### src/rtl/gf_mul_seq_pkg.sv
// Shared definitions for the iterative GF(2^n) lane multiplier.
// Holds the default field width, the AES reduction polynomial, the
// controller state encoding and a helper that locates a lane inside a
// packed lane vector.
package gf_mul_seq_pkg;

    // Default field degree / element width in bits.
    localparam int unsigned GF_WIDTH = 8;

    // AES polynomial x^8 + x^4 + x^3 + x + 1 with the x^8 term implied.
    localparam logic [GF_WIDTH-1:0] AES_POLY = 8'h1B;

    // Controller states.
    typedef enum logic [1:0] {
        IDLE = 2'd0,
        RUN  = 2'd1,
        DONE = 2'd2
    } state_t;

    // LSB position of lane `lane` in a vector packed as [lane*width +: width].
    function automatic int unsigned lane_lsb(input int unsigned lane,
                                             input int unsigned width);
        return lane * width;
    endfunction

endpackage

### src/rtl/gf_mac_step.sv
// One shift-and-add step of a GF(2^WIDTH) multiply.
//   acc_in    : running product
//   m_in      : multiplicand already scaled by x^k
//   bit_in    : multiplier bit k
//   acc_out_c : acc_in ^ m_in when bit_in is set, else acc_in
//   m_out_c   : xtime(m_in), i.e. m_in * x reduced by POLY
// Purely combinational; chained to consume several multiplier bits per cycle.
module gf_mac_step
    import gf_mul_seq_pkg::*;
#(
    parameter int unsigned       WIDTH = GF_WIDTH,
    parameter logic [WIDTH-1:0]  POLY  = WIDTH'(AES_POLY)
) (
    input  logic [WIDTH-1:0] acc_in,
    input  logic [WIDTH-1:0] m_in,
    input  logic             bit_in,
    output logic [WIDTH-1:0] acc_out_c,
    output logic [WIDTH-1:0] m_out_c
);

    // Conditional accumulate plus xtime; field addition is XOR.
    always_comb begin
        acc_out_c = bit_in ? (acc_in ^ m_in) : acc_in;
        m_out_c   = {m_in[WIDTH-2:0], 1'b0} ^ (m_in[WIDTH-1] ? POLY : '0);
    end

endmodule

### src/rtl/gf_mul_seq.sv
// Iterative GF(2^WIDTH) multiplier: LANES field elements times one shared
// runtime coefficient, LSB-first, STEPS multiplier bits per RUN cycle.
//   clk, rst   : clock, synchronous active-high reset
//   in_valid   : operand set offered on a / b
//   in_ready   : operand set can be accepted (IDLE, or DONE being retired)
//   a          : multiplicands, lane i at [i*WIDTH +: WIDTH]
//   b          : shared multiplier coefficient
//   out_valid  : p holds a finished result
//   out_ready  : consumer takes the result
//   p          : products a[i]*b mod poly, same packing as a
// With EARLY_EXIT the run stops once all remaining multiplier bits are
// zero. A result being retired in DONE may overlap with capture of the
// next operand set, so back-to-back operations have no bubble.
module gf_mul_seq
    import gf_mul_seq_pkg::*;
#(
    parameter int unsigned       WIDTH      = GF_WIDTH,
    parameter logic [WIDTH-1:0]  POLY       = WIDTH'(AES_POLY),
    parameter int unsigned       LANES      = 4,
    parameter int unsigned       STEPS      = 1,
    parameter bit                EARLY_EXIT = 1'b1
) (
    input  logic                   clk,
    input  logic                   rst,
    input  logic                   in_valid,
    output logic                   in_ready,
    input  logic [LANES*WIDTH-1:0] a,
    input  logic [WIDTH-1:0]       b,
    output logic                   out_valid,
    input  logic                   out_ready,
    output logic [LANES*WIDTH-1:0] p
);

    localparam int unsigned RUN_CYCLES = WIDTH / STEPS;
    localparam int unsigned CNT_W      = $clog2(RUN_CYCLES + 1);
    localparam int unsigned VEC_W      = LANES * WIDTH;

    state_t state_q, state_d;

    logic [WIDTH-1:0] m_q   [LANES];
    logic [WIDTH-1:0] m_d   [LANES];
    logic [WIDTH-1:0] acc_q [LANES];
    logic [WIDTH-1:0] acc_d [LANES];
    logic [WIDTH-1:0] m_fin   [LANES];
    logic [WIDTH-1:0] acc_fin [LANES];

    logic [WIDTH-1:0] mb_q, mb_d, mb_next;
    logic [CNT_W-1:0] cnt_q, cnt_d, cnt_next;
    logic [VEC_W-1:0] p_q, p_d, acc_pack;
    logic             out_valid_q, out_valid_d;
    logic             accept;
    logic             run_last;

    // Per-lane chain of STEPS mac steps; step s consumes multiplier bit s.
    for (genvar l = 0; l < LANES; l++) begin : g_lane
        for (genvar s = 0; s < STEPS; s++) begin : g_step
            logic [WIDTH-1:0] acc_i;
            logic [WIDTH-1:0] m_i;
            logic [WIDTH-1:0] acc_o;
            logic [WIDTH-1:0] m_o;

            if (s == 0) begin : g_head
                assign acc_i = acc_q[l];
                assign m_i   = m_q[l];
            end else begin : g_link
                assign acc_i = g_step[s-1].acc_o;
                assign m_i   = g_step[s-1].m_o;
            end

            gf_mac_step #(
                .WIDTH (WIDTH),
                .POLY  (POLY)
            ) u_step (
                .acc_in    (acc_i),
                .m_in      (m_i),
                .bit_in    (mb_q[s]),
                .acc_out_c (acc_o),
                .m_out_c   (m_o)
            );
        end : g_step

        assign acc_fin[l] = g_step[STEPS-1].acc_o;
        assign m_fin[l]   = g_step[STEPS-1].m_o;
    end : g_lane

    // Repack the final accumulators into the output lane layout.
    always_comb begin
        acc_pack = '0;
        for (int unsigned l = 0; l < LANES; l++) begin
            acc_pack[lane_lsb(l, WIDTH) +: WIDTH] = acc_fin[l];
        end
    end

    // Post-cycle multiplier/counter values and the RUN exit condition.
    assign mb_next  = mb_q >> STEPS;
    assign cnt_next = cnt_q + CNT_W'(1);
    assign run_last = (cnt_next == CNT_W'(RUN_CYCLES)) ||
                      (EARLY_EXIT && (mb_next == '0));
    assign accept   = in_valid && in_ready;

    // Ready is held low while reset is asserted, whatever the state.
    always_comb begin
        in_ready = 1'b0;
        unique case (state_q)
            IDLE:    in_ready = 1'b1;
            DONE:    in_ready = out_ready;
            default: in_ready = 1'b0;
        endcase
        if (rst) begin
            in_ready = 1'b0;
        end
    end

    // State register.
    always_ff @(posedge clk) begin
        if (rst) begin
            state_q <= IDLE;
        end else begin
            state_q <= state_d;
        end
    end

    // Next-state logic; DONE goes straight to RUN on a back-to-back accept.
    always_comb begin
        state_d = state_q;
        unique case (state_q)
            IDLE: begin
                if (accept) begin
                    state_d = RUN;
                end
            end
            RUN: begin
                if (run_last) begin
                    state_d = DONE;
                end
            end
            DONE: begin
                if (accept) begin
                    state_d = RUN;
                end else if (out_ready) begin
                    state_d = IDLE;
                end
            end
            default: state_d = IDLE;
        endcase
    end

    // Datapath and output next values.
    always_comb begin
        m_d         = m_q;
        acc_d       = acc_q;
        mb_d        = mb_q;
        cnt_d       = cnt_q;
        p_d         = p_q;
        out_valid_d = (state_d == DONE);

        if (accept) begin
            for (int unsigned l = 0; l < LANES; l++) begin
                m_d[l]   = a[lane_lsb(l, WIDTH) +: WIDTH];
                acc_d[l] = '0;
            end
            mb_d  = b;
            cnt_d = '0;
        end else if (state_q == RUN) begin
            m_d   = m_fin;
            acc_d = acc_fin;
            mb_d  = mb_next;
            cnt_d = cnt_next;
            // Result is captured on the edge that enters DONE.
            if (run_last) begin
                p_d = acc_pack;
            end
        end
    end

    // Datapath and output registers.
    always_ff @(posedge clk) begin
        if (rst) begin
            for (int unsigned l = 0; l < LANES; l++) begin
                m_q[l]   <= '0;
                acc_q[l] <= '0;
            end
            mb_q        <= '0;
            cnt_q       <= '0;
            p_q         <= '0;
            out_valid_q <= 1'b0;
        end else begin
            m_q         <= m_d;
            acc_q       <= acc_d;
            mb_q        <= mb_d;
            cnt_q       <= cnt_d;
            p_q         <= p_d;
            out_valid_q <= out_valid_d;
        end
    end

    assign out_valid = out_valid_q;
    assign p         = p_q;

endmodule

### config.mk
export PLATFORM = sky130hd
export DESIGN_NAME = gf_mul_seq
export DESIGN_NICKNAME = d
export VERILOG_FILES = /design/src/rtl/gf_mul_seq_pkg.sv /design/src/rtl/gf_mac_step.sv /design/src/rtl/gf_mul_seq.sv
export SDC_FILE = /design/constraint.sdc
export NUM_CORES = 1
export LEC_CHECK = 0
export CORE_MARGIN = 1.5
export CORE_UTILIZATION = 45
export CTS_CLUSTER_DIAMETER = 100
export CTS_CLUSTER_SIZE = 8
export DETAILED_ROUTE_END_ITERATION = 16
export PLACE_DENSITY = 0.66
export SYNTH_ARGS = -nofsm -noshare
export SYNTH_HDL_FRONTEND = slang
export SYNTH_SLANG_ARGS = --single-unit
export TNS_END_PERCENT = 50
### constraint.sdc
create_clock -name clk -period 4.27 [get_ports clk]
set_input_delay 0.854 -clock clk [delete_from_list [all_inputs] [get_ports clk]]
set_output_delay 0.854 -clock clk [all_outputs]
set_load 0.005 [all_outputs]
==> flow_summary.toml <==
[place]
place_inst = 712
port_buffers = 77
dp_hpwl_um = 6890
pre_cts_ws_ns = 1.21
place.gp.congestion = 0.761

[sta]
setup_slack_ns = 1.23
clock.fmax_mhz = 329
setup_viol = 0
period_share = 0.712
holdWs_ns = 0.516
worstMarginPinSlew_ns = 1.14
fin_tns_setup_ns = 0
slew_violations = 0
grt_setup_unrepaired = "no"
skew_ns = 0.0106
min_period_ns = 3.04
hold_viol = 0
slew_headroom = 0.237

[route]
dr.pass1.iters = 5
route.detailed.wl_per_inst_um = 15.0
routed_via_density = 5.33
routed_wl_um = 10900
vias = 3873
drt-initial-drc-count = 245
drc = 0
postRouteAntennaNets = 0

[floorplanning]
ioPinCount = 78
chipHeight_um = 107
die_area_um2 = 11400
start_util = 0.468
die_x_um = 107
rows = 37
coreArea_um2 = 10400

[setup_path]
critPathKind = "input port to output pin"
crit_required_ns = 3.42
worst_setup_path_start_kind = "input port"
worst_setup_path_end_kind = "output pin"
crit_fanout = 4
worstPathArrival_ns = 2.19

[layout]
syn_to_final_growth_pct = 22.6
nets = 632
layout_commonest_cell = "dfxtp_1"
final_cells = 726
antenna_cells = 0
layout-drive-gt1-share = 0.0864
layout_common_cells = "dfxtp_1, nor2_1, xor2_1, clkdlybuf4s50_1, nand2_1"
fill_cells = 968

[synth]
synth_cell_type_count = 35
synth_nets = 579
synthFlopType = "dfxtp_1"
async_flop_share = 0
synthCells = 534
syn_area_um2 = 4850
ys_warn_count = 0
synth-seq-area-share = 0.458
synth_area_per_cell_um2 = 9.08
ys_ff_latch = 111
synth_enable_flop_cells = 0

[grt]
overflow = 0
grt_pass1_wl_um = 18300
grtUsageTotal = 0.201
grt_max_degree = 48
grt_pass1_vias = 3692
antenna_found_initial = 0

[power]
p_per_area_nw_per_um2 = 345
internal_power_uw = 1570
leakagePower_uw = 0.00221
peakVddDrop_mv = 0.206
switching_power_uw = 484
power_frac_clock = 0.359
p_sw_frac = 0.236
pwr-share-seq = 0.534
pwr-share-comb = 0.107

[clock_tree]
cts_resized = 0
holdBufCountCts = 0
cts_setup_buffers = 0
cts_max_level = 3
cts_tree = "built"
clkTransAtPathRegs_ns = 0.09
cts_buffer_depth = 2
clkLatencyLatePin_ns = 0.36
cts_num_sinks = 111
numCtsBuffers = 9
ctsRootBufferMaster = "clkbuf_8"

[run]
drv_cap = 0

[worst_hold_path]
hp-class = "flop to flop"

[outcome]
outcome = "complete, no violations"
-- power by group through the flow --
stage	Sequential, µW	Combinational (µW)	Clock, µW
3_3_place_gp	1120	217	0
2_1_floorplan	1110	135	0
5_1_grt	1100	240	794
4_1_cts	1100	221	755
6_report	1100	219	737
3_5_place_dp	1120	220	0
-- worst max-delay path, stage by stage --
cell and delay, ns:
clkdlybuf4s50_1 0.43, nor2b_1 0.35, nor3_1 0.08, clkdlybuf4s50_1 0.46
-- kinds of logic (layout without fill, tap and decap cells) --
| group | count (synthesis) | after routing | share of synthesized area |
|---|---|---|---|
| muxes | 25 | 25 | 0.0578 |
| and+or+nand+nor | 216 | 216 | 0.190 |
| xor gates and xnor gates | 79 | 79 | 0.143 |
| AOI/OAI and AO/OA | 57 | 57 | 0.110 |
| DFF | 111 | 111 | 0.458 |
| buffers and inverters | 45 | 101 | 0.0382 |
| adders and majority gates | 1 | 1 | 0.00258 |
-- state kept, by name (all words and copies together) (netlist names) --
| signal | flops |
|---|---|
| state_q | 2 |
| g_lane.g_step.m_i | 32 |
| mb_q | 8 |
| p | 32 |
| out_valid | 1 |
| cnt_q | 4 |
| g_lane.g_step.acc_i | 32 |
-- cell usage after synthesis, types with 2 or more instances --
cell        n  area share
inv_1       2      0.0015
mux2_2     22       0.051
buf_1       5      0.0039
o21a_1      2      0.0031
nor2b_1    28       0.036
mux2_1      2      0.0046
clkbuf_1   35       0.027
nand2b_1    2      0.0026
a222oi_1   39       0.080
nor3_1     10       0.010
a211oi_1    9       0.014
nor2_1    100       0.077
dfxtp_1   111        0.46
buf_6       2      0.0046
xor2_1     78        0.14
nand2_1    68       0.053
-- per-layer routing --
layer,global-route usage,share of wire,vias to the layer above
met5,0,0,-
met3,0.0292,0.038,15
met2,0.335,0.49,88
met1,0.264,0.45,1864
met4,0.0733,0.017,0
li1,-,-,1906
-- through the flow --
stage	util	total power, µW	cell area (µm²)
floorplan	-	1240	4850
global placement	0.551	1340	5710
detailed placement	0.551	1340	5710
CTS	0.573	2070	5950
global route	0.573	2140	5950
finish	0.573	2050	5950
-- path summary, 6_finish.rpt --
check | cells after the start | start | end | slack (ns)
setup / recovery | 4 | out_ready | in_ready | 1.23
hold / removal | 2 | cnt_q[1] | cnt_q[1] | 0.52
setup reg to reg | 4 | mb_q[3] | p[31] | 1.67
hold reg to reg | 2 | cnt_q[1] | cnt_q[1] | 0.52
-- layout make-up --
| class | instances | area (µm²) | area share |
|---|---|---|---|
| inverters | 2 | 7.51 | 0.00126 |
| repair buffers | 85 | 838 | 0.141 |
| multi-input cells | 378 | 2480 | 0.416 |
| clock buffers | 10 | 138 | 0.0231 |
| well taps | 136 | 170 | 0.0286 |
| flip-flops and latches | 111 | 2220 | 0.374 |
| clock inverters | 4 | 95.1 | 0.0160 |
(Power assumes the default switching activity.)
